<file path="src/rtl/ir_pkg.sv">
// IR field layout, opcode constants and fetch FSM states shared by the core front end.
package ir_pkg;

  localparam int IR_W    = 32;
  localparam int OPER_HI = 31;
  localparam int OPER_LO = 27;
  localparam int RDST_HI = 26;
  localparam int RDST_LO = 22;
  localparam int RS1_HI  = 21;
  localparam int RS1_LO  = 17;
  localparam int IMM_BIT = 16;
  localparam int RS2_HI  = 15;
  localparam int RS2_LO  = 11;
  localparam int ISRC_HI = 15;
  localparam int ISRC_LO = 0;

  localparam logic [4:0] OP_MOVSGPR = 5'd0;
  localparam logic [4:0] OP_MOV     = 5'd1;
  localparam logic [4:0] OP_ADD     = 5'd2;
  localparam logic [4:0] OP_SUB     = 5'd3;
  localparam logic [4:0] OP_MUL     = 5'd4;
  localparam logic [4:0] OP_HALT    = 5'd31;

  // rsrc2 overlaps the top of isrc; decode picks one by imm_mode.
  typedef struct packed {
    logic [4:0]  oper_type;
    logic [4:0]  rdst;
    logic [4:0]  rsrc1;
    logic        imm_mode;
    logic [15:0] isrc;
  } ir_t;

  typedef enum logic [1:0] {
    IDLE   = 2'd0,
    RUN    = 2'd1,
    HALTED = 2'd2
  } fetch_state_e;

  function automatic logic is_halt(input logic [IR_W-1:0] word);
    ir_t w_ir;
    w_ir = ir_t'(word);
    return w_ir.oper_type == OP_HALT;
  endfunction

endpackage

</file>
<file path="src/rtl/ir_fetch_buf.sv">
// Two-entry IR skid FIFO; head is visible combinationally, zero-latency pop.
// Caller guarantees no push when full unless popping; flush empties in one cycle.
module ir_fetch_buf #(
  parameter int DATA_W = 32,
  parameter int ADDR_W = 4
) (
  input  logic              clk,
  input  logic              rst_n,
  input  logic              i_flush,
  input  logic              i_push_vld,
  input  logic [DATA_W-1:0] i_push_dat,
  input  logic [ADDR_W-1:0] i_push_pc,
  input  logic              i_pop,
  output logic              o_head_vld,
  output logic [DATA_W-1:0] o_head_dat,
  output logic [ADDR_W-1:0] o_head_pc,
  output logic [1:0]        o_count
);

  logic [DATA_W-1:0] r_dat [2];
  logic [ADDR_W-1:0] r_pc  [2];
  logic              r_rd_ptr;
  logic              r_wr_ptr;
  logic [1:0]        r_count;

  logic w_pop;
  logic w_push;

  assign w_pop  = i_pop && (r_count != 2'd0);
  assign w_push = i_push_vld && ((r_count != 2'd2) || w_pop);

  assign o_head_vld = (r_count != 2'd0);
  assign o_head_dat = r_dat[r_rd_ptr];
  assign o_head_pc  = r_pc[r_rd_ptr];
  assign o_count    = r_count;

  always_ff @(posedge clk or negedge rst_n) begin
    if (!rst_n) begin
      r_dat[0] <= '0;
      r_dat[1] <= '0;
      r_pc[0]  <= '0;
      r_pc[1]  <= '0;
      r_rd_ptr <= 1'b0;
      r_wr_ptr <= 1'b0;
      r_count  <= 2'd0;
    end else if (i_flush) begin
      r_rd_ptr <= 1'b0;
      r_wr_ptr <= 1'b0;
      r_count  <= 2'd0;
    end else begin
      if (w_push) begin
        r_dat[r_wr_ptr] <= i_push_dat;
        r_pc[r_wr_ptr]  <= i_push_pc;
        r_wr_ptr        <= ~r_wr_ptr;
      end
      if (w_pop) begin
        r_rd_ptr <= ~r_rd_ptr;
      end
      r_count <= r_count + 2'(w_push) - 2'(w_pop);
    end
  end

endmodule

</file>
<file path="src/rtl/ir_fetch_unit.sv">
// Fetch front end: PC, read issue and IDLE/RUN/HALTED control; first IR 2 cycles after start, then 1/cycle.
// Stalls issue when buffer + in-flight would exceed 2; redirect/halt flush and drop the in-flight return.
module ir_fetch_unit
  import ir_pkg::*;
#(
  parameter int ADDR_W = 4,
  parameter int DATA_W = 32
) (
  input  logic              clk,
  input  logic              rst_n,
  input  logic              start,
  input  logic [ADDR_W-1:0] start_pc,
  output logic              imem_rd_en,
  output logic [ADDR_W-1:0] imem_addr,
  input  logic [DATA_W-1:0] imem_rdata,
  output logic              ir_valid,
  input  logic              ir_ready,
  output logic [DATA_W-1:0] ir_word,
  output logic [ADDR_W-1:0] ir_pc,
  input  logic              redir_valid,
  input  logic [ADDR_W-1:0] redir_pc,
  output logic              halted
);

  fetch_state_e      r_state;
  logic [ADDR_W-1:0] r_pc;
  logic [ADDR_W-1:0] r_inflight_pc;
  logic              r_inflight;
  logic              r_halted;

  logic       w_run;
  logic       w_pop;
  logic       w_redir;
  logic       w_halt_acc;
  logic       w_flush;
  logic       w_push;
  logic       w_issue;
  logic [1:0] w_count;
  logic [2:0] w_occ;

  assign w_run      = (r_state == RUN);
  assign w_pop      = w_run && ir_valid && ir_ready;
  assign w_redir    = w_run && redir_valid;
  assign w_halt_acc = w_pop && !w_redir && is_halt(ir_word);
  assign w_flush    = w_redir || w_halt_acc;
  // Data returning in a flush cycle belongs to the abandoned stream.
  assign w_push     = r_inflight && !w_flush;
  assign w_occ      = 3'(w_count) + 3'(r_inflight) - 3'(w_pop);
  assign w_issue    = w_run && !w_flush && (w_occ < 3'd2);

  assign imem_rd_en = w_issue;
  assign imem_addr  = r_pc;
  assign halted     = r_halted;

  ir_fetch_buf #(
    .DATA_W (DATA_W),
    .ADDR_W (ADDR_W)
  ) u_buf (
    .clk        (clk),
    .rst_n      (rst_n),
    .i_flush    (w_flush),
    .i_push_vld (w_push),
    .i_push_dat (imem_rdata),
    .i_push_pc  (r_inflight_pc),
    .i_pop      (w_pop),
    .o_head_vld (ir_valid),
    .o_head_dat (ir_word),
    .o_head_pc  (ir_pc),
    .o_count    (w_count)
  );

  always_ff @(posedge clk or negedge rst_n) begin
    if (!rst_n) begin
      r_state       <= IDLE;
      r_pc          <= '0;
      r_inflight    <= 1'b0;
      r_inflight_pc <= '0;
      r_halted      <= 1'b0;
    end else begin
      r_inflight <= w_issue;
      if (w_issue) begin
        r_inflight_pc <= r_pc;
      end
      case (r_state)
        IDLE, HALTED: begin
          if (start) begin
            r_state  <= RUN;
            r_pc     <= start_pc;
            r_halted <= 1'b0;
          end
        end
        RUN: begin
          if (w_redir) begin
            r_pc <= redir_pc;
          end else if (w_halt_acc) begin
            r_state  <= HALTED;
            r_halted <= 1'b1;
          end else if (w_issue) begin
            r_pc <= r_pc + ADDR_W'(1);
          end
        end
        default: begin
          r_state <= IDLE;
        end
      endcase
    end
  end

endmodule

</file>
<file path="config.mk">
export PLATFORM = sky130hd
export DESIGN_NAME = ir_fetch_unit
export DESIGN_NICKNAME = d
export VERILOG_FILES = /design/src/rtl/ir_pkg.sv /design/src/rtl/ir_fetch_buf.sv /design/src/rtl/ir_fetch_unit.sv
export SDC_FILE = /design/constraint.sdc
export NUM_CORES = 1
export LEC_CHECK = 0
export ABC_AREA = 1
export ABC_CLOCK_PERIOD_IN_PS = 3370
export CAP_MARGIN = 0
export CORE_MARGIN = 3
export CORE_UTILIZATION = 49
export CTS_CLUSTER_SIZE = 25
export DETAILED_ROUTE_END_ITERATION = 16
export DONT_BUFFER_PORTS = 1
export PLACE_DENSITY_LB_ADDON = 0.3
export SLEW_MARGIN = 20
export SYNTH_ARGS = -nofsm -noshare
export SYNTH_HDL_FRONTEND = slang
export SYNTH_HIERARCHICAL = 1
export SYNTH_SLANG_ARGS = --single-unit
</file>
<file path="constraint.sdc">
create_clock -name clk -period 3.37 [get_ports clk]
set_input_delay 0 -clock clk [delete_from_list [all_inputs] [get_ports clk]]
set_output_delay 0 -clock clk [all_outputs]
set_load 0.02 [all_outputs]
</file>
Yosys cells after proc, flatten, opt, wreduce, memory -nomap -nowiden
Index checks and enable logic that the tools add are counted.
{"block": "totals", "regBits": 88, "inputBits": 45, "output_inout_bits": 43, "wordCells": 90}
{"block": "classes", "add_sub_neg": 5, "n_lt_le_gt_ge": 4, "n_eq_ne": 9, "n_mux": 30, "bitwise_logic": 5, "n_reduce_logical": 25}
{"op": "32-bit 2-to-1 mux", "n": 4}
{"op": "64-bit bitwise mux", "n": 1}
{"op": "32-bit demux with 1-bit select", "n": 1}
{"op": "4-bit 2-to-1 mux", "n": 8}
{"op": "1-bit logical AND", "n": 11}
{"op": "8-bit bitwise mux", "n": 1}
{"op": "2-bit 2-to-1 mux", "n": 4}
{"op": "4-bit case mux with 2 select lines", "n": 1}
{"op": "4-bit AND reduction", "n": 2}
{"op": "2-bit nonzero test", "n": 4}
{"op": "1-bit 2-to-1 mux", "n": 7}
{"op": "2-bit != test (second input constant)", "n": 3}
{"op": "5-bit == test (second input constant)", "n": 1}
{"op": "4-bit by 1-bit adder with 4-bit output (second input constant)", "n": 1}
{"op": "4-bit demux with 1-bit select", "n": 1}
{"op": "2-bit >= comparator (second input constant)", "n": 2}
{"op": "1-bit inverter with 2-bit output", "n": 2}
{"op": "2-bit case mux with 2 select lines", "n": 1}
{"op": "2-bit by 1-bit adder with 3-bit output", "n": 1}
{"op": "3-bit by 2-bit less-than comparator with 1-bit output (second input constant)", "n": 1}
{"op": "3-bit by 1-bit != test with 1-bit output (second input constant)", "n": 1}
{"op": "3-bit != test (second input constant)", "n": 1}
{"op": "1-bit inverter", "n": 3}
{"op": "3-bit AND reduction", "n": 1}
{"op": "other kinds (13)", "n": 15}

Depth between registers and ports, before layout
Gate-level depths: netlist of run 1.
{"block": "logic_depth", "word_depth": 14, "depth_mapped": 18}

Cells and area by module
The synthesis of run 1 kept the hierarchy.
{"module": "ir_fetch_buf", "instances": 1, "cells_each": 467, "area_per_inst_um2": 3653.5, "seq_area_each_um2": 1901.8}
{"module": "ir_fetch_unit", "instances": 1, "cells_each": 99, "area_per_inst_um2": 773.2, "seq_area_each_um2": 300.3}

Worst setup path before layout of run 1
Ideal clock, no wire load.
{"block": "synth_timing", "kind": "flip-flop to flip-flop", "from": "register u_buf.r_count[1] (netlist: u_buf/o_count[1])", "to": "register r_pc[2] (netlist: imem_addr[2])", "setup_time_ps": 118, "arrival_ps": 2701, "setup_slack_ps": 552, "stages_incl_launch_ff": 15, "path_buffers": 0, "period_less_slack_ps": 2818, "cell_sequence": "dfrtp_1 -> inv_1 -> nand2_1 -> nand2_1 -> nor2_8 -> ha_1 -> or2_2 -> fa_1 -> nand3_1 -> nor2_1 -> nand3_4 -> nand2_4 -> nand2_4 -> nand2_1 -> nand2_1"}
{"block": "synth_between", "elab_chain_len": 11}
{"element": "from (decl)", "line_no": "ir_fetch_buf.sv:24", "rtl": "logic [1:0] r_count;"}
{"element": "from (signal assigned)", "line_no": "ir_fetch_buf.sv:59", "rtl": "r_count <= r_count + 2'(w_push) - 2'(w_pop);"}
{"element": "2-bit nonzero test *", "line_no": "ir_fetch_buf.sv:32", "rtl": "assign o_head_vld = (r_count != 2'd0);"}
{"element": "named net ir_valid", "line_no": "ir_fetch_unit.sv:16", "rtl": "output logic ir_valid,"}
{"element": "1-bit logical AND * (2 in series)", "line_no": "ir_fetch_unit.sv:42", "rtl": "assign w_pop = w_run && ir_valid && ir_ready;"}
{"element": "named net w_pop", "line_no": "ir_fetch_unit.sv:32", "rtl": "logic w_pop;"}
{"element": "parallel branches: the longest is 7 deep, another holds 3-bit by 1-bit subtractor with 3-bit output"}
{"element": "4-bit AND reduction (no line) *"}
{"element": "to (signal assigned)", "line_no": "ir_fetch_unit.sv:88", "rtl": "r_pc <= start_pc;"}
{"element": "to (signal assigned)", "line_no": "ir_fetch_unit.sv:94", "rtl": "r_pc <= redir_pc;"}
{"element": "to (signal assigned)", "line_no": "ir_fetch_unit.sv:99", "rtl": "r_pc <= r_pc + ADDR_W'(1);"}
{"element": "to (decl)", "line_no": "ir_fetch_unit.sv:26", "rtl": "logic [ADDR_W-1:0] r_pc;"}
Mark *: on every way through the listed nets, which the timed path passes.
A chain may end at the register's enable or synchronous reset.

Worst setup path in the final report of run 1
{"block": "layout_timing", "from": "register u_buf.r_rd_ptr", "to": "register u_buf/r_dat[26] (netlist bit)"}
{"block": "layout_between", "elab_chain_len": 11}
{"element": "from (decl)", "line_no": "ir_fetch_buf.sv:22", "rtl": "logic r_rd_ptr;"}
{"element": "from (signal assigned)", "line_no": "ir_fetch_buf.sv:57", "rtl": "r_rd_ptr <= ~r_rd_ptr;"}
{"element": "1-bit inverter with 2-bit output (implied by the code) *", "line_no": "ir_fetch_buf.sv:33", "rtl": "assign o_head_dat = r_dat[r_rd_ptr];"}
{"element": "32-bit 2-to-1 mux (implied by the code) * (3 in series)", "line_no": "ir_fetch_buf.sv:33"}
{"element": "5-bit == test *", "line_no": "ir_pkg.sv:42", "rtl": "return w_ir.oper_type == OP_HALT;"}
{"element": "1-bit logical AND *", "line_no": "ir_fetch_unit.sv:44", "rtl": "assign w_halt_acc = w_pop && !w_redir && is_halt(ir_word);"}
{"element": "1-bit logical OR *", "line_no": "ir_fetch_unit.sv:45", "rtl": "assign w_flush = w_redir || w_halt_acc;"}
{"element": "named net w_flush", "line_no": "ir_fetch_unit.sv:35", "rtl": "logic w_flush;"}
{"element": "1-bit zero test", "line_no": "ir_fetch_unit.sv:47", "rtl": "assign w_push = r_inflight && !w_flush;"}
{"element": "1-bit logical AND", "line_no": "ir_fetch_unit.sv:47"}
{"element": "1-bit logical AND", "line_no": "ir_fetch_buf.sv:30", "rtl": "assign w_push = i_push_vld && ((r_count != 2'd2) || w_pop);"}
{"element": "2-bit AND reduction (no line) *"}
{"element": "to (signal, indexed assignment)", "line_no": "ir_fetch_buf.sv:52", "rtl": "r_dat[r_wr_ptr] <= i_push_dat;"}
{"element": "to (decl)", "line_no": "ir_fetch_buf.sv:20", "rtl": "logic [DATA_W-1:0] r_dat [2];"}
Mark *: on every way through the listed nets, which the timed path passes. The rest lies on a longest branch. The select of a mux whose other input is x is not followed.

==> results of run 1 <==
[stage by stage]
step	power (mW)	utilization (%)	setup TNS (ns)	cell area, µm²
floorplan	3.22	-	0	4430
global placement	3.53	51.1	-2.37	4480
detailed placement	3.59	51.1	-8.09	4480
CTS	4.43	58.8	0	5150
global route	4.79	58.9	0	5160
finish	4.42	58.9	0	5160
[cell usage in the layout (no fill, tap or decap), types with 6 or more instances in the layout]
master           n
nand2_1        300
dfrtp_1         87
nand4_1         72
dlygate4sd3_1   44
inv_1           16
buf_4           13
nand3_1         12
clkbuf_8        10
nor2_1           8
inv_2            6
[critical path, cell delays in order, from the launching register on]
cell and delay, ns:
dfrtp_2 0.49, inv_2 0.14, nand2_1 0.10, nand2_1 0.08, nand2_1 0.09, nor2_1 0.08
nand3_4 0.12, nand2_2 0.17, nor2_4 0.78, nand3_4 0.54, nand2_1 0.21, nand2_1 0.08
[registers in the layout, indices dropped and copies added, names as in the netlist, 2 cells and up]
signal         cells
r_inflight_pc      4
imem_addr          4
u_buf/o_count      2
u_buf/r_dat       64
r_state            2
u_buf/r_pc         8
[cells by family after synthesis]
group	Yosys count	synth area share (%)
and+or+nand+nor	408	41.7
xor gates and xnor gates	2	0.396
DFF	88	49.7
buffers and inverters	59	6.22
AOI/OAI and AO/OA	5	0.622
adders and majority gates	4	1.30
[final timing paths]
check	endpoint	cells past startpoint	start
hold reg to reg	u_buf/r_dat[47]	2	u_buf/r_dat[47]
max in group asynchronous	u_buf/r_rd_ptr	2	rst_n
setup / recovery	u_buf/r_dat[26]	11	u_buf/r_rd_ptr
setup reg to reg	u_buf/r_dat[26]	11	u_buf/r_rd_ptr
hold / removal	halted	4	ir_ready
min in group asynchronous	u_buf/r_dat[46]	2	rst_n
[metal layers]
layer	global-route usage, %	vias to the layer above	wire length, µm
met5	0	-	0
met1	30.7	1875	4950
met4	6.13	0	74
li1	-	1900	-
met3	5.26	8	747
met2	37.8	135	5610
[layout make-up]
class                   count  share of cell area [%]
well taps                 108                    2.62
repair buffers             58                    11.0
flip-flops and latches     88                    42.7
clock buffers              10                    2.67
inverters                  22                    1.60
clock inverters             6                    1.14
multi-input cells         420                    38.3
[power by group]
| part | switching [mW] | internal [mW] |
|---|---|---|
| registers | 0.326 | 1.52 |
| clock network | 0.373 | 0.359 |
| logic | 1.30 | 0.543 |
| total | 2.00 | 2.42 |
[repair_timing]
| item | CTS | global route |
|---|---|---|
| resized for setup | 1 | 2 |
| gates cloned | 0 | 1 |
| pin swaps | 0 | 3 |
| endpoints found under the hold margin | 159 | 0 |
| endpoints found under the setup margin | 36 | 74 |
| hold buffers | 45 | 0 |
==> parameters.txt, run 1 <==
Parameter                              Value

Worst setup path
  Nature of the critical path startpoint    register
  Sort of element at the end of the critical path    register
  Category of the critical setup timing path    reg -> reg
  Maximum fanout encountered on the critical timing path    38
  R2R Setup Slk    0.35 ns
  Arrival time at the worst endpoint    3.26 ns
  Data required time at the worst endpoint    3.61 ns

STA
  Worst path setup slack after routing    0.348 ns
  Final Skew    0.00818 ns
  Number of slew-limit violations in the final report    0
  Hold violation count in the final report    0
  Tightest Pin Transition    0.978 ns
  Final period demand of the worst path    3.02 ns
  Worst relative slew slack    34.7%
  Worst hold-check slack    0.0600 ns
  Max Clock Freq    331 MHz
  Number of setup violations in the final report    0
  Unrepaired setup endpoints after global routing    no
  Final Cycle Share    89.7%

Placement
  Number of buffer cells added on primary ports    0
  Sum of net half-perimeters after detailed placement    6690 µm
  Placed cells    650
  Pre-CTS setup slack    -0.258 ns
  GPL Wtd Cong    0.762

Synth
  Cell accounting for the most synthesized area    dfrtp_1
  Ranking of synthesized cells by instance count    301 x nand2_1, 88 x dfrtp_1, 72 x nand4_1, 28 x buf_2, 16 x inv_1
  Flip-flop cell with the highest count after synthesis    dfrtp_1
  Fraction of synthesized cell area taken by the top area cell type    49.7%
  Post-Syn Area    0.00443 mm²
  Sequential element share of the synthesized area    49.7%
  Leading post-synthesis cells by cell area    dfrtp_1 50%, nand2_1 26%, nand4_1 10%
  EDFF count, synth    0
  Ys async rst share    100%
  Most frequent cell after synthesis    nand2_1
  Nets in the synthesized netlist    615
  Warnings from Yosys    6
  Avg Inst Size Synth    7.82 µm²
  Synthesis-stage register bit count    88
  Cells after Synth    566
  Library cells used by synthesis    25

CTS
  Insertion delay to the later sink of the worst-skew pair    0.35 ns
  Root buffer cell    clkbuf_8
  Clock-pin slew of the registers on the worst-case setup and hold paths    0.08 ns
  Clock tree from TritonCTS    yes
  Number of buffers created by CTS    9
  Max clock buf depth    2
  Htree depth    3
  Number of setup buffers added after CTS    0
  Clock sink count    88

Final layout
  Count of filler cells inserted in the layout    801
  Relative area change from synthesis to final layout    16.6%
  Number of diodes    0
  Filler-free cell count of the finished design    712
  Area occupied by multi-input gates    0.00198 mm²
  FF+latch area    0.00220 mm²
  Share of final-layout standard cells stronger than drive strength 1    8.94%
  Total number of nets in the final design    648

Detailed routing
  Number of design rule violations left after detail routing    0
  Total number of vias    3918
  Drt first-iter violations    252
  Post-detailed-route count of antenna-violating nets    0
  Detailed Routing Iterations Pass 1    5
  Average wire per standard cell    16.0 µm
  Overall routed net length    11400 µm
  Via/cell ratio    5.50

Floorplan
  Placeable core region    0.00876 mm²
  Row count    34
  Floorplan die width    101 µm
  Boundary Pins    88
  Die outline height    101 µm
  Initial Utilization    50.5%
  Die footprint    0.0102 mm²

Global route
  Pin count of the biggest net entering global routing    89
  Antenna violations before repair    0
  Total grt overflow    0
  Number of global-route vias before repair    3832
  GRT Total Usage    23.0%
  First-pass GRT wire length    18900 µm

Job
  Max cap viols    0

Power
  Power per unit of standard cell area    857 mW/mm²
  VDD IR max    379 µV
  Leakage component of the power    2.73 nW

Run status
  Run status    completed

Hold path
  Worst hold path type    in -> reg
Power figures use the tool's default switching activity.
==> inputs of run 2 (changes only) <==
--- a/config.mk
+++ b/config.mk
@@ -5,7 +5,7 @@
 export SDC_FILE = /design/constraint.sdc
 export NUM_CORES = 1
 export LEC_CHECK = 0
-export ABC_AREA = 1
+export ABC_AREA = 0
 export ABC_CLOCK_PERIOD_IN_PS = 3370
 export CAP_MARGIN = 0
 export CORE_MARGIN = 3
@@ -13,7 +13,7 @@
 export CTS_CLUSTER_SIZE = 25
 export DETAILED_ROUTE_END_ITERATION = 16
 export DONT_BUFFER_PORTS = 1
-export PLACE_DENSITY_LB_ADDON = 0.3
+export PLACE_DENSITY = 0.72
 export SLEW_MARGIN = 20
 export SYNTH_ARGS = -nofsm -noshare
 export SYNTH_HDL_FRONTEND = slang
==> parameters.txt, run 2 <==
Parameter                              Value

Run status
  Run status    completed

Worst setup path
  Number of buffers and inverters on the critical path    2
  Number of stages on the worst setup path    11
  Maximum fanout encountered on the critical timing path    6
  Worst path most repeated cell    nand3_1
  Category of the critical setup timing path    reg -> reg
  R2R Setup Slk    0.21 ns
  Maximum cell stage delay along the critical path    0.55 ns
  Critical-path top delay cell    dlygate4sd3_1
  Startpoint of the most critical setup path    u_buf/o_count[1]
  Nature of the critical path startpoint    register
  Data required time at the worst endpoint    3.65 ns
  Worst r2r path cells    11
  Arrival time at the worst endpoint    3.44 ns
  Family of cells with the greatest summed delay on the critical path    simple AND/OR/NAND/NOR gates
  CP cell instances    inv_1 -> nand2_2 -> and3_2 -> ha_1 -> nand2b_1 -> fa_1 -> xnor2_1 -> nand3_1 -> or3_1 -> nand3_1 -> dlygate4sd3_1
  Capture point of the worst path    imem_addr[3]
  FF-to-FF Start    u_buf/o_count[1]
  Reg-to-reg critical path endpoint    imem_addr[3]
  Sort of element at the end of the critical path    register

CTS
  Number of buffers created by CTS    9
  Insertion delay to the later sink of the worst-skew pair    0.34 ns
  Htree depth    3
  Max clock buf depth    2
  Clock tree from TritonCTS    yes
  Clock-pin slew of the registers on the worst-case setup and hold paths    0.08 ns
  Root buffer cell    clkbuf_8
  Number of setup buffers added after CTS    0
  Clock sink count    88

Synth
  Post-Syn Area    0.00418 mm²
  Library cells used by synthesis    36
  Nets in the synthesized netlist    332
  Synthesis-stage register bit count    88
  Most frequent cell after synthesis    dfrtp_1
  Warnings from Yosys    6
  Avg Inst Size Synth    14.8 µm²
  Sequential element share of the synthesized area    52.7%
  Ranking of synthesized cells by instance count    88 x dfrtp_1, 86 x mux2_2, 29 x mux2_4, 7 x o21ai_0, 6 x nor2_1
  Leading post-synthesis cells by cell area    dfrtp_1 53%, mux2_2 23%, mux2_4 10%
  Cells after Synth    283
  Flip-flop cell with the highest count after synthesis    dfrtp_1
  EDFF count, synth    0
  Cell accounting for the most synthesized area    dfrtp_1
  Fraction of synthesized cell area taken by the top area cell type    52.7%
  Ys async rst share    100%

Global route
  Total grt overflow    0
  GRT Total Usage    17.6%
  Pin count of the biggest net entering global routing    89
  Antenna violations before repair    0
  Number of global-route vias before repair    2613
  First-pass GRT wire length    13500 µm

Detailed routing
  Average wire per standard cell    18.6 µm
  Detailed Routing Iterations Pass 1    4
  Number of design rule violations left after detail routing    0
  Via/cell ratio    5.42
  Total number of vias    2384
  Post-detailed-route count of antenna-violating nets    0
  Overall routed net length    8200 µm
  Drt first-iter violations    50

Floorplan
  Placeable core region    0.00826 mm²
  Boundary Pins    88
  Initial Utilization    50.6%
  Die footprint    0.00966 mm²
  Die outline height    98.3 µm
  Row count    33
  Floorplan die width    98.3 µm

STA
  Tightest Pin Transition    0.417 ns
  Final Skew    0.00960 ns
  Worst relative slew slack    72.2%
  Hold violation count in the final report    0
  Final Cycle Share    93.8%
  Worst hold-check slack    0.0351 ns
  Max Clock Freq    316 MHz
  Number of slew-limit violations in the final report    0
  Setup TNS    0 ns
  Number of setup violations in the final report    0
  Unrepaired setup endpoints after global routing    no
  Final period demand of the worst path    3.16 ns

Placement
  Placed cells    384
  GPL Wtd Cong    0.675
  Number of buffer cells added on primary ports    0
  Sum of net half-perimeters after detailed placement    5170 µm

Final layout
  Number of diodes    0
  Relative area change from synthesis to final layout    18.1%
  Filler-free cell count of the finished design    440
  Most used cells in the layout excluding fill and tap cells    86 x mux2_2, 86 x dfrtp_1, 41 x dlygate4sd3_1
  Total number of nets in the final design    381
  Number of flip-flops in the largest register    64
  Largest Register    u_buf/r_dat
  Registers with the most flip-flops    u_buf/r_dat: 64 flops, u_buf/r_pc: 8 flops
  Share of final-layout standard cells stronger than drive strength 1    44.5%

Job
  Max cap viols    0

Power
  Leakage component of the power    2.25 nW
  VDD IR max    466 µV
  Power per unit of standard cell area    876 mW/mm²

Hold path
  Worst hold path type    in -> reg
## run 2: changes by cell type after synthesis, sizes merged, moves of 3 or more
cell	delta
nand4	-71
nand2	-300
nor2	-8
clkbuf	+3
buf	-27
a22o	+3
inv	-17
mux2i	+3
nor2b	+4
mux2	+115
nand2b	+5
nand3	-13
o21ai	+4
## run 2: worst min path at each step
stage / from / end / slack [ns] / cells past startpoint
after global routing: redir_pc[2] / imem_addr[2] / 0.03 / 3
after floorplan: rst_n / halted / -0.30 / 0
after global placement: rst_n / u_buf/r_dat[51] / -0.29 / 0
after CTS: redir_pc[2] / imem_addr[2] / 0.0002 / 3
final: redir_pc[2] / imem_addr[2] / 0.04 / 3
after detailed placement: rst_n / u_buf/r_dat[50] / -0.29 / 0
## run 2: cell type report
type,instances,area [µm²]
Fill cell,664,3330
Sequential cell,88,2200
Multi-Input combinational cell,177,1850
Timing Repair Buffer,51,531
Clock buffer,11,151
Tap cell,105,131
Clock inverter,3,42.5
Inverter,5,18.8
## run 2: metrics by stage
step | cell area [µm²] | util, % | setup WS (ns) | total power, mW
after floorplan | 4180 | - | 0.156 | 3.22
after global placement | 4290 | 52.0 | 0.471 | 3.45
after detailed placement | 4290 | 52.0 | 0.414 | 3.52
after CTS | 4920 | 59.6 | 0.0678 | 4.36
after global routing | 4930 | 59.7 | 0.0778 | 4.57
final | 4930 | 59.7 | 0.209 | 4.32
## run 2: kinds of logic (layout without fill, tap and decap cells)
| family | Yosys count | in the layout | share of synthesized area [%] |
|---|---|---|---|
| adder cells (fa/ha/maj) | 4 | 4 | 1.38 |
| multiplexers | 118 | 118 | 34.3 |
| flip-flops | 88 | 88 | 52.7 |
| XOR/XNOR | 3 | 3 | 0.629 |
| AO/OA/AOI/OAI | 17 | 17 | 2.61 |
| buffers and inverters | 18 | 70 | 3.24 |
| AND/OR/NAND/NOR | 35 | 35 | 5.06 |
## run 2: worst min-delay path, cell delays in order
cell	delay [ns]
mux2i_1	0.04
o21ai_0	0.16
mux2_2	0.14
## run 2: power breakdown
part           switching [mW]  leakage, nW  internal, mW  total [mW]
logic                   0.836         1.06         0.931        1.77
clock network           0.348       0.0973         0.374       0.722
registers               0.312         1.09          1.52        1.83
## run 2: per-layer routing
layer | global-route usage (%) | part of all wire, %
met1 | 23.1 | 45
met2 | 28.9 | 48
met3 | 4.29 | 5.5
met5 | 0 | 0
met4 | 5.57 | 0.85
## run 2: timing repair
item / CTS / global route
hold buffers: 42 / 0
endpoints found under the hold margin: 159 / 0
endpoints found under the setup margin: 0 / 1
resized for setup: 0 / 4
==> inputs of run 3 (changes only) <==
--- a/config.mk
+++ b/config.mk
@@ -8,6 +8,7 @@
 export ABC_AREA = 0
 export ABC_CLOCK_PERIOD_IN_PS = 3370
 export CAP_MARGIN = 0
+export CORE_ASPECT_RATIO = 0.5
 export CORE_MARGIN = 3
 export CORE_UTILIZATION = 49
 export CTS_CLUSTER_SIZE = 25
==> parameters.txt, run 3 (synthesis results as in run 2) <==
Parameter                              Value

Final layout
  Fin area    0.00509 mm²
  Registers with the most flip-flops    u_buf/r_dat: 64 flops, u_buf/r_pc: 8 flops
  Most used cells in the layout excluding fill and tap cells    87 x dfrtp_1, 86 x mux2_2, 39 x dlygate4sd3_1
  Leading cell type in the layout, fill and taps excluded    dfrtp_1
  Total number of nets in the final design    382
  Largest Register    u_buf/r_dat
  Share of final-layout standard cells stronger than drive strength 1    45.3%
  Number of flip-flops in the largest register    64
  Relative area change from synthesis to final layout    21.8%
  Number of diodes    0

STA
  Setup TNS    0 ns
  Tightest Pin Transition    0.435 ns
  Final period demand of the worst path    3.19 ns
  Max Clock Freq    314 MHz
  Number of slew-limit violations in the final report    0
  Final Cycle Share    94.6%
  Unrepaired setup endpoints after global routing    no
  Number of setup violations in the final report    0
  Worst relative slew slack    71.0%
  Hold violation count in the final report    0
  Final Skew    0.00550 ns

Worst setup path
  Maximum fanout encountered on the critical timing path    6
  Arrival time at the worst endpoint    3.46 ns
  Worst path most repeated cell    nand3_1
  Family of cells with the greatest summed delay on the critical path    simple AND/OR/NAND/NOR gates
  Data required time at the worst endpoint    3.64 ns
  Number of stages on the worst setup path    11
  Critical-path top delay cell    dlygate4sd3_1
  R2R Setup Slk    0.18 ns
  Reg-to-reg critical path endpoint    imem_addr[3]
  Maximum cell stage delay along the critical path    0.54 ns
  Nature of the critical path startpoint    register
  CP cell instances    inv_1 -> nand2_2 -> and3_2 -> ha_1 -> nand2b_1 -> fa_1 -> xnor2_1 -> nand3_1 -> or3_1 -> nand3_1 -> dlygate4sd3_1
  Capture point of the worst path    imem_addr[3]
  Startpoint of the most critical setup path    u_buf/o_count[1]
  Number of buffers and inverters on the critical path    2
  FF-to-FF Start    u_buf/o_count[1]
  Category of the critical setup timing path    reg -> reg
  Worst r2r path cells    11
  Sort of element at the end of the critical path    register

Placement
  Sum of net half-perimeters after detailed placement    5720 µm
  GPL Wtd Cong    0.795
  Area post-placement    0.00430 mm²
  Number of buffer cells added on primary ports    0

Power
  Power per unit of standard cell area    939 mW/mm²
  VDD IR max    649 µV
  Leakage component of the power    2.33 nW
  Power dissipated by switching net loads    1.56 mW
  Share of power burned in the clock network    24.7%
  Switching power share of the total    32.7%
  Reg power frac    38.7%
  Internal cell power    3.22 mW
  Gate power share    36.6%

Floorplan
  Die footprint    0.00973 mm²
  Boundary Pins    88
  Floorplan die width    137 µm
  Placeable core region    0.00814 mm²
  Die outline height    71.3 µm
  Initial Utilization    51.3%
  Row count    23

CTS
  Max clock buf depth    2
  Clock tree from TritonCTS    yes
  Root buffer cell    clkbuf_16
  Htree depth    3
  Insertion delay to the later sink of the worst-skew pair    0.33 ns
  Number of buffers created by CTS    9
  Clock-pin slew of the registers on the worst-case setup and hold paths    0.06 ns
  Clock sink count    88

Detailed routing
  Total number of vias    2436
  Drt first-iter violations    130
  Via/cell ratio    5.41
  Detailed Routing Iterations Pass 1    4
  Average wire per standard cell    18.7 µm
  Post-detailed-route count of antenna-violating nets    0
  Overall routed net length    8410 µm
  Number of design rule violations left after detail routing    0

Global route
  Antenna violations before repair    0
  Total grt overflow    0
  GRT Total Usage    18.5%
  Number of global-route vias before repair    2761
  First-pass GRT wire length    14000 µm
  Pin count of the biggest net entering global routing    89

Hold path
  Worst hold path type    in -> reg

Job
  Max cap viols    0

Run status
  Run status    completed
[run 3: how the worst min path moves through the flow]
stage                                 end        start  depth (start not counted)  slack (ns)
after floorplan                    halted        rst_n                          0       -0.30
after global routing         imem_addr[0]  redir_valid                          3        0.05
after global placement    u_buf/r_dat[40]        rst_n                          0       -0.29
after CTS                    imem_addr[1]  redir_pc[1]                          4       0.004
after detailed placement  u_buf/r_dat[10]        rst_n                          0       -0.29
final                        imem_addr[1]  redir_pc[1]                          4       0.008
[run 3: area by class of cell]
| cell class | count | area [µm²] |
|---|---|---|
| Fill cell | 606 | 3060 |
| Sequential cell | 88 | 2200 |
| Multi-Input combinational cell | 177 | 1850 |
| Timing Repair Buffer | 52 | 508 |
| Clock buffer | 12 | 267 |
| Tap cell | 112 | 140 |
| Clock inverter | 4 | 98.8 |
| Inverter | 5 | 18.8 |
[run 3: worst register-to-register path, stage by stage, from the launching register on]
cell,delay [ns]
dfrtp_2,0.46
inv_1,0.12
nand2_2,0.14
and3_2,0.26
ha_1,0.30
nand2b_1,0.15
fa_1,0.38
xnor2_1,0.20
nand3_1,0.13
or3_1,0.38
nand3_1,0.07
dlygate4sd3_1,0.54
[run 3: power groups by stage]
stage	registers, mW	logic (mW)	clock network, mW
5_1_grt	1.91	1.88	1.26
3_5_place_dp	1.85	1.69	0
6_report	1.85	1.75	1.18
3_3_place_gp	1.81	1.62	0
2_1_floorplan	1.75	1.47	0
4_1_cts	1.84	1.77	1.21
[run 3: per-layer routing]
| metal | vias up | track usage (%) | share of wire [%] |
|---|---|---|---|
| li1 | 1115 | - | - |
| met1 | 1258 | 22.8 | 43 |
| met2 | 52 | 32.1 | 52 |
| met3 | 11 | 4.91 | 4.3 |
| met5 | - | 0 | 0 |
| met4 | 0 | 6.26 | 1.4 |
[run 3: through the flow]
stage	power [mW]	instances	utilization, %	hold slack (ns)	setup slack (ns)
finish	4.78	450	62.5	0.00845	0.183
global route	5.05	450	62.5	0.0452	0.0212
CTS	4.83	450	62.4	0.00414	0.0319
detailed placement	3.54	394	52.7	-0.294	0.349
global placement	3.43	394	52.7	-0.294	0.385
floorplan	3.22	283	-	-0.296	0.156
[run 3: what timing repair did]
item | 4_1_cts | 5_1_grt
endpoints found under the hold margin | 159 | 0
buffers inserted | 0 | 0
setup endpoints to repair | 0 | 1
gates resized for setup | 0 | 4
hold buffers | 40 | 0
